File: src/rtl/icache_linefill_ctrl.sv
// Linefill response collector: tracks issued linefill requests, assembles returning
// read-data beats into full lines, writes them to the data RAM and pulses per-entry done.
module icache_linefill_ctrl #(
  parameter int MSHR_ENTRY_NUM = 8,
  parameter int WAY_NUM        = 4,
  parameter int INDEX_W        = 8,
  parameter int BEAT_W         = 256,
  parameter int BEATS          = 2,
  localparam int ID_W          = $clog2(MSHR_ENTRY_NUM),
  localparam int LINE_W        = BEAT_W * BEATS
) (
  input  logic                      clk,
  input  logic                      rst_n,
  input  logic                      txreq_fire,
  input  logic [ID_W-1:0]           txreq_entry_id,
  input  logic                      txreq_lineA,
  input  logic [INDEX_W-1:0]        txreq_index,
  input  logic [WAY_NUM-1:0]        txreq_way,
  input  logic                      rxdat_vld,
  output logic                      rxdat_rdy,
  input  logic [ID_W-1:0]           rxdat_entry_id,
  input  logic                      rxdat_lineA,
  input  logic [BEAT_W-1:0]         rxdat_data,
  output logic                      dataram_wr_vld,
  input  logic                      dataram_wr_rdy,
  output logic [INDEX_W-1:0]        dataram_wr_index,
  output logic [WAY_NUM-1:0]        dataram_wr_way,
  output logic [LINE_W-1:0]         dataram_wr_data,
  output logic [MSHR_ENTRY_NUM-1:0] linefillA_done,
  output logic [MSHR_ENTRY_NUM-1:0] linefillB_done,
  output logic                      proto_err
);

  localparam int SLOT_NUM = 2 * MSHR_ENTRY_NUM;
  localparam int SLOT_W   = ID_W + 1;
  localparam int CNT_W    = $clog2(BEATS);
  localparam logic [CNT_W-1:0] LAST_BEAT = CNT_W'(BEATS - 1);
  localparam logic [MSHR_ENTRY_NUM-1:0] ONE_HOT0 = {{(MSHR_ENTRY_NUM-1){1'b0}}, 1'b1};

  typedef enum logic [1:0] {
    IDLE    = 2'd0,
    COLLECT = 2'd1,
    WRITE   = 2'd2
  } state_t;

  state_t                    state_r;
  state_t                    state_nxt_s;
  logic                      beat_acc_s;
  logic                      wr_fire_s;
  logic                      err_s;

  logic [SLOT_NUM-1:0]       slot_vld_r;
  logic [INDEX_W-1:0]        slot_index_r [SLOT_NUM];
  logic [WAY_NUM-1:0]        slot_way_r   [SLOT_NUM];

  logic [CNT_W-1:0]          beat_cnt_r;
  logic [ID_W-1:0]           lat_id_r;
  logic                      lat_a_r;
  logic [LINE_W-1:0]         line_r;
  logic [INDEX_W-1:0]        wr_index_r;
  logic [WAY_NUM-1:0]        wr_way_r;
  logic                      wr_vld_r;
  logic                      rxdat_rdy_r;
  logic [MSHR_ENTRY_NUM-1:0] done_a_r;
  logic [MSHR_ENTRY_NUM-1:0] done_b_r;
  logic                      proto_err_r;

  logic [SLOT_W-1:0]         tx_slot_s;
  logic [SLOT_W-1:0]         rx_slot_s;
  logic [SLOT_W-1:0]         lat_slot_s;

  assign tx_slot_s  = {txreq_entry_id, txreq_lineA};
  assign rx_slot_s  = {rxdat_entry_id, rxdat_lineA};
  assign lat_slot_s = {lat_id_r, lat_a_r};

  // State register
  always_ff @(posedge clk or negedge rst_n) begin
    if (!rst_n) begin
      state_r <= IDLE;
    end else begin
      state_r <= state_nxt_s;
    end
  end

  // Next-state, beat acceptance, write handshake and protocol checks
  always_comb begin
    state_nxt_s = state_r;
    beat_acc_s  = 1'b0;
    wr_fire_s   = 1'b0;
    err_s       = 1'b0;
    case (state_r)
      IDLE: begin
        if (rxdat_vld && rxdat_rdy_r) begin
          beat_acc_s  = 1'b1;
          err_s       = !slot_vld_r[rx_slot_s];
          state_nxt_s = COLLECT;
        end else begin
          state_nxt_s = IDLE;
        end
      end
      COLLECT: begin
        if (rxdat_vld && rxdat_rdy_r) begin
          beat_acc_s = 1'b1;
          err_s      = (rxdat_entry_id != lat_id_r) || (rxdat_lineA != lat_a_r);
          if (beat_cnt_r == LAST_BEAT) begin
            state_nxt_s = WRITE;
          end else begin
            state_nxt_s = COLLECT;
          end
        end else begin
          state_nxt_s = COLLECT;
        end
      end
      WRITE: begin
        if (dataram_wr_rdy) begin
          wr_fire_s   = 1'b1;
          state_nxt_s = IDLE;
        end else begin
          state_nxt_s = WRITE;
        end
      end
      default: begin
        state_nxt_s = IDLE;
      end
    endcase
  end

  // Request table: a new request overrides the clear of the line being written
  always_ff @(posedge clk or negedge rst_n) begin
    if (!rst_n) begin
      slot_vld_r <= {SLOT_NUM{1'b0}};
      for (int i = 0; i < SLOT_NUM; i++) begin
        slot_index_r[i] <= {INDEX_W{1'b0}};
        slot_way_r[i]   <= {WAY_NUM{1'b0}};
      end
    end else begin
      for (int i = 0; i < SLOT_NUM; i++) begin
        if (txreq_fire && (tx_slot_s == SLOT_W'(i))) begin
          slot_vld_r[i]   <= 1'b1;
          slot_index_r[i] <= txreq_index;
          slot_way_r[i]   <= txreq_way;
        end else if (wr_fire_s && (lat_slot_s == SLOT_W'(i))) begin
          slot_vld_r[i] <= 1'b0;
        end
      end
    end
  end

  // Line assembly and registered output datapath
  always_ff @(posedge clk or negedge rst_n) begin
    if (!rst_n) begin
      beat_cnt_r  <= {CNT_W{1'b0}};
      lat_id_r    <= {ID_W{1'b0}};
      lat_a_r     <= 1'b0;
      line_r      <= {LINE_W{1'b0}};
      wr_index_r  <= {INDEX_W{1'b0}};
      wr_way_r    <= {WAY_NUM{1'b0}};
      wr_vld_r    <= 1'b0;
      rxdat_rdy_r <= 1'b1;
      done_a_r    <= {MSHR_ENTRY_NUM{1'b0}};
      done_b_r    <= {MSHR_ENTRY_NUM{1'b0}};
      proto_err_r <= 1'b0;
    end else begin
      if (beat_acc_s) begin
        // Counter wraps back to 0 on the last beat since BEATS is a power of 2
        line_r[int'(beat_cnt_r)*BEAT_W +: BEAT_W] <= rxdat_data;
        beat_cnt_r <= beat_cnt_r + CNT_W'(1);
      end
      if (beat_acc_s && (state_r == IDLE)) begin
        lat_id_r <= rxdat_entry_id;
        lat_a_r  <= rxdat_lineA;
      end
      if ((state_r == COLLECT) && (state_nxt_s == WRITE)) begin
        wr_index_r <= slot_index_r[lat_slot_s];
        wr_way_r   <= slot_way_r[lat_slot_s];
      end
      wr_vld_r    <= (state_nxt_s == WRITE);
      rxdat_rdy_r <= (state_nxt_s != WRITE);
      done_a_r    <= (wr_fire_s && lat_a_r)  ? (ONE_HOT0 << lat_id_r) : {MSHR_ENTRY_NUM{1'b0}};
      done_b_r    <= (wr_fire_s && !lat_a_r) ? (ONE_HOT0 << lat_id_r) : {MSHR_ENTRY_NUM{1'b0}};
      proto_err_r <= proto_err_r | err_s;
    end
  end

  assign rxdat_rdy        = rxdat_rdy_r;
  assign dataram_wr_vld   = wr_vld_r;
  assign dataram_wr_index = wr_index_r;
  assign dataram_wr_way   = wr_way_r;
  assign dataram_wr_data  = line_r;
  assign linefillA_done   = done_a_r;
  assign linefillB_done   = done_b_r;
  assign proto_err        = proto_err_r;

endmodule
File: config.mk
export PLATFORM = sky130hd
export DESIGN_NAME = icache_linefill_ctrl
export DESIGN_NICKNAME = d
export VERILOG_FILES = /design/src/rtl/icache_linefill_ctrl.sv
export SDC_FILE = /design/constraint.sdc
export NUM_CORES = 1
export LEC_CHECK = 0
export ABC_CLOCK_PERIOD_IN_PS = 2300
export BUFFER_PORTS_ARGS = -buffer_cell sky130_fd_sc_hd__clkbuf_2
export CORE_AREA = 2 2 322 324
export DETAILED_ROUTE_END_ITERATION = 8
export DIE_AREA = 0 0 324 326
export PLACE_DENSITY = 0.51
export SYNTH_ARGS = -nofsm -noshare
export SYNTH_HDL_FRONTEND = slang
export SYNTH_SLANG_ARGS = --single-unit
File: constraint.sdc
create_clock -name clk -period 2.3 [get_ports clk]
set_clock_uncertainty 0.1 [all_clocks]
set_input_delay 0.46 -clock clk [delete_from_list [all_inputs] [get_ports clk]]
set_output_delay 0.46 -clock clk [all_outputs]
set_load 0.03 [all_outputs]
==> flow_summary_export.csv <==
group,metric,value,unit
outcome,status,"finished clean",
sta,fin_crit_sh,90.8,%
layout,final_common_cell,"clkbuf_2",
global_routing,grt_use_total,19.7,%
pwr,total_power,0.0662,W
placement,gp_congestion,0.920,
sta,slew_viol_final,0,
synthesis,synthAdderAreaFrac,0,%
clocking,root_buffer,"clkbuf_16",
route,drt_iter0_markers,1111,
synthesis,synth_nets,2130,
layout,mostFrequentLayoutCells,"822 x clkbuf_2, 756 x dfrtp_1, 708 x mux2_2, 245 x dlygate4sd3_1, 88 x clkbuf_16",
clocking,clock-sinks,758,
route,wire_per_inst,24.0,um
synthesis,synth-compound-area-share,1.76,%
synthesis,synth.distinct_cells,44,
route,via_per_inst,4.64,
global_routing,overflow,0,
floorplanning,die_w,324,um
placement,dp.cells,4039,
flow_run,maxCapViolCount,0,
sta,max_freq,479,MHz
global_routing,grt_pass1_wl,153000,um
route,ant_nets,0,
route,drtPass1Iterations,5,
global_routing,grt_pass1_vias,22000,
clocking,cts_tree,"done",
pwr,ir_drop,978,uV
floorplanning,io_pins,824,
sta,rsz0062_at_grt,"false",
synthesis,synth-xor-area-share,0.147,%
pwr,clockPowerShare,21.1,%
pwr,p_int,0.0384,W
critical_path,cp.required,2.71,ns
synthesis,synth_edf_count,0,
synthesis,syn_inst,1849,
sta,holdWs,0.0543,ns
floorplanning,die_h,326,um
layout,nFillCells,9583,
pwr,p_sw_share,42.0,%
synthesis,synth-async-reset-ratio,100,%
layout,drive_gt1_share,59.0,%
pwr,powerDensity,1590,nW/um^2
sta,fin_crit,2.09,ns
critical_path,cp-start-kind,"register",
synthesis,synthSimpleGateAreaFrac,1.68,%
synthesis,yosysSeqAreaShare,63.6,%
synthesis,mappedNetlistArea,29800,sq um
clocking,insertion_delay,0.65,ns
layout,finalNetCount,3274,
synthesis,muxShareOfSynthArea,30.5,%
synthesis,synth_top_family_by_area,"multiplexers",
critical_path,critical_path_class,"reg -> reg",
placement,portBuffers,823,
pwr,combPwrFrac,44.6,%
placement,hpwl,81300,um
clocking,cts.path.max_buffers,3,
clocking,htreeDepth,3,
synthesis,synth_seq_cells,758,
clocking,cts_buffers,87,
route,drc_errors,0,
min_path,hold_class,"in -> reg",
global_routing,grt_max_degree,56,
sta,final.setup.tns,0,ns
floorplanning,start_util,29.1,%
synthesis,ys.flop_type,"dfrtp_1",
global_routing,antenna_found_initial,41,
route,drt_wl_total,107000,um
sta,setup_violations,0,
clocking,path_clk_slew,0.06,ns
critical_path,worstPathArrival,2.50,ns
synthesis,synth-warning-count,0,
synthesis,avgSynthCellArea,16.1,sq um
sta,worst_pin_slew,0.787,ns
sta,slew_headroom,47.5,%
floorplanning,die_area,106000,sq um
sta,final_hold_viol_count,0,
pwr,seqPwrFrac,34.3,%
pwr,power_leakage,19.3,nW
layout,final_cells,4455,
route,num_vias,20700,
critical_path,path_max_fanout,23,
floorplanning,rows,118,
critical_path,end_kind,"register",
pwr,p_switching,0.0278,W
layout,areaGrowthSynthToFinish,39.4,%
floorplanning,fp.coreArea,103000,sq um
power by group through the flow:
stage,Clock [W],Combinational (W),Sequential (W)
2_1_floorplan,0,0.0102,0.0314
3_3_place_gp,0,0.0291,0.0225
3_5_place_dp,0,0.0294,0.0228
4_1_cts,0.0143,0.0299,0.0226
5_1_grt,0.0149,0.0310,0.0233
6_report,0.0140,0.0295,0.0227
synth_stat cells (2+ instances only):
cell        n  share of area (%)
mux4_2     27                2.0
nand4_1     2              0.042
buf_4      32               0.81
inv_1       6              0.076
a21oi_1     2              0.034
nor3_1      5              0.084
o211ai_1   11               0.28
or3_1       2              0.042
nand2_1    32               0.40
nand3_1     3              0.050
clkbuf_1   26               0.33
nor2b_1     4              0.084
mux2i_1    51                1.7
nor2_1     27               0.34
buf_6       3               0.11
o21ai_0    27               0.45
xnor2_1     2              0.059
mux2_2    708                 27
nor3b_1     3              0.076
nand2b_1    7               0.15
dfrtp_1   757                 64
xor2_1      3              0.088
nand3b_1    5               0.13
buf_2      50               0.84
a22oi_1    34               0.86
buf_8       2               0.10
cell type report:
class | count | area, sq um | area share [%]
inverter | 6 | 22.5 | 0.0542
clock buffer | 122 | 2480 | 5.97
multi-input combinational | 970 | 10200 | 24.5
tap | 1380 | 1730 | 4.15
timing repair buffer | 1170 | 7730 | 18.6
antenna | 12 | 30.0 | 0.0723
sequential | 758 | 19000 | 45.7
clock inverter | 37 | 408 | 0.982
metal layers:
| layer | track usage (%) | up-vias | share of wire, % |
|---|---|---|---|
| met1 | 23.5 | 10700 | 40 |
| met3 | 5.90 | 215 | 7.5 |
| met4 | 7.95 | 18 | 3.2 |
| li1 | - | 8966 | - |
| met2 | 33.1 | 731 | 49 |
| met5 | 0 | - | 0.11 |
per-stage QoR:
step | utilization (%) | setup WS (ns) | cell area [sq um]
final | 40.5 | 0.212 | 41600
after CTS | 40.5 | 0.172 | 41500
after global placement | 35.3 | 0.164 | 36200
after global routing | 40.5 | 0.108 | 41500
after detailed placement | 35.3 | 0.160 | 36200
after floorplan | - | 0.381 | 29800
final timing paths:
kind	startpoint	endpoint	slack, ns	cells past startpoint
setup / recovery	lat_a_r$_DFFE_PN0P_	dataram_wr_index[4]$_DFFE_PN0P_	0.21	4
hold / removal	rxdat_data[229]	dataram_wr_data[229]$_DFFE_PN0P_	0.05	2
setup reg to reg	lat_a_r$_DFFE_PN0P_	dataram_wr_index[4]$_DFFE_PN0P_	0.21	4
hold reg to reg	slot_way_r[28]$_DFFE_PN0P_	slot_way_r[28]$_DFFE_PN0P_	0.40	1
max in group asynchronous	rst_n	dataram_wr_data[213]$_DFFE_PN0P_	0.87	4
min in group asynchronous	rst_n	dataram_wr_data[378]$_DFFE_PN0P_	0.23	2
sequential cells by signal, indices dropped and copies added, names as in the netlist:
name / flops
dataram_wr_data: 512
state_r: 2
slot_vld_r: 16
dataram_wr_way: 4
slot_way_r: 64
beat_cnt_r: 1
rxdat_rdy: 1
linefillB_done: 8
slot_index_r: 128
lat_a_r: 1
proto_err: 1
dataram_wr_index: 8
lat_id_r: 3
dataram_wr_vld: 1
linefillA_done: 8
timing repair:
| item | 4_1_cts | 5_1_grt |
|---|---|---|
| buffers inserted | 0 | 0 |
| hold endpoints to repair | 507 | 1 |
| hold buffers | 244 | 1 |
| resized for setup | 0 | 0 |
cell families after synthesis:
| group | Yosys count |
|---|---|
| multiplexers | 786 |
| flip-flops | 758 |
| buffers and inverters | 121 |
| AND/OR/NAND/NOR | 100 |
| AO/OA/AOI/OAI | 79 |
| XOR/XNOR | 5 |
worst max-delay path: stages, from the launching register on:
cell and delay [ns]:
dfrtp_4 0.72, buf_4 0.27, mux4_2 0.50, a22oi_1 0.21, o211ai_1 0.12
(Power assumes the default switching activity.)
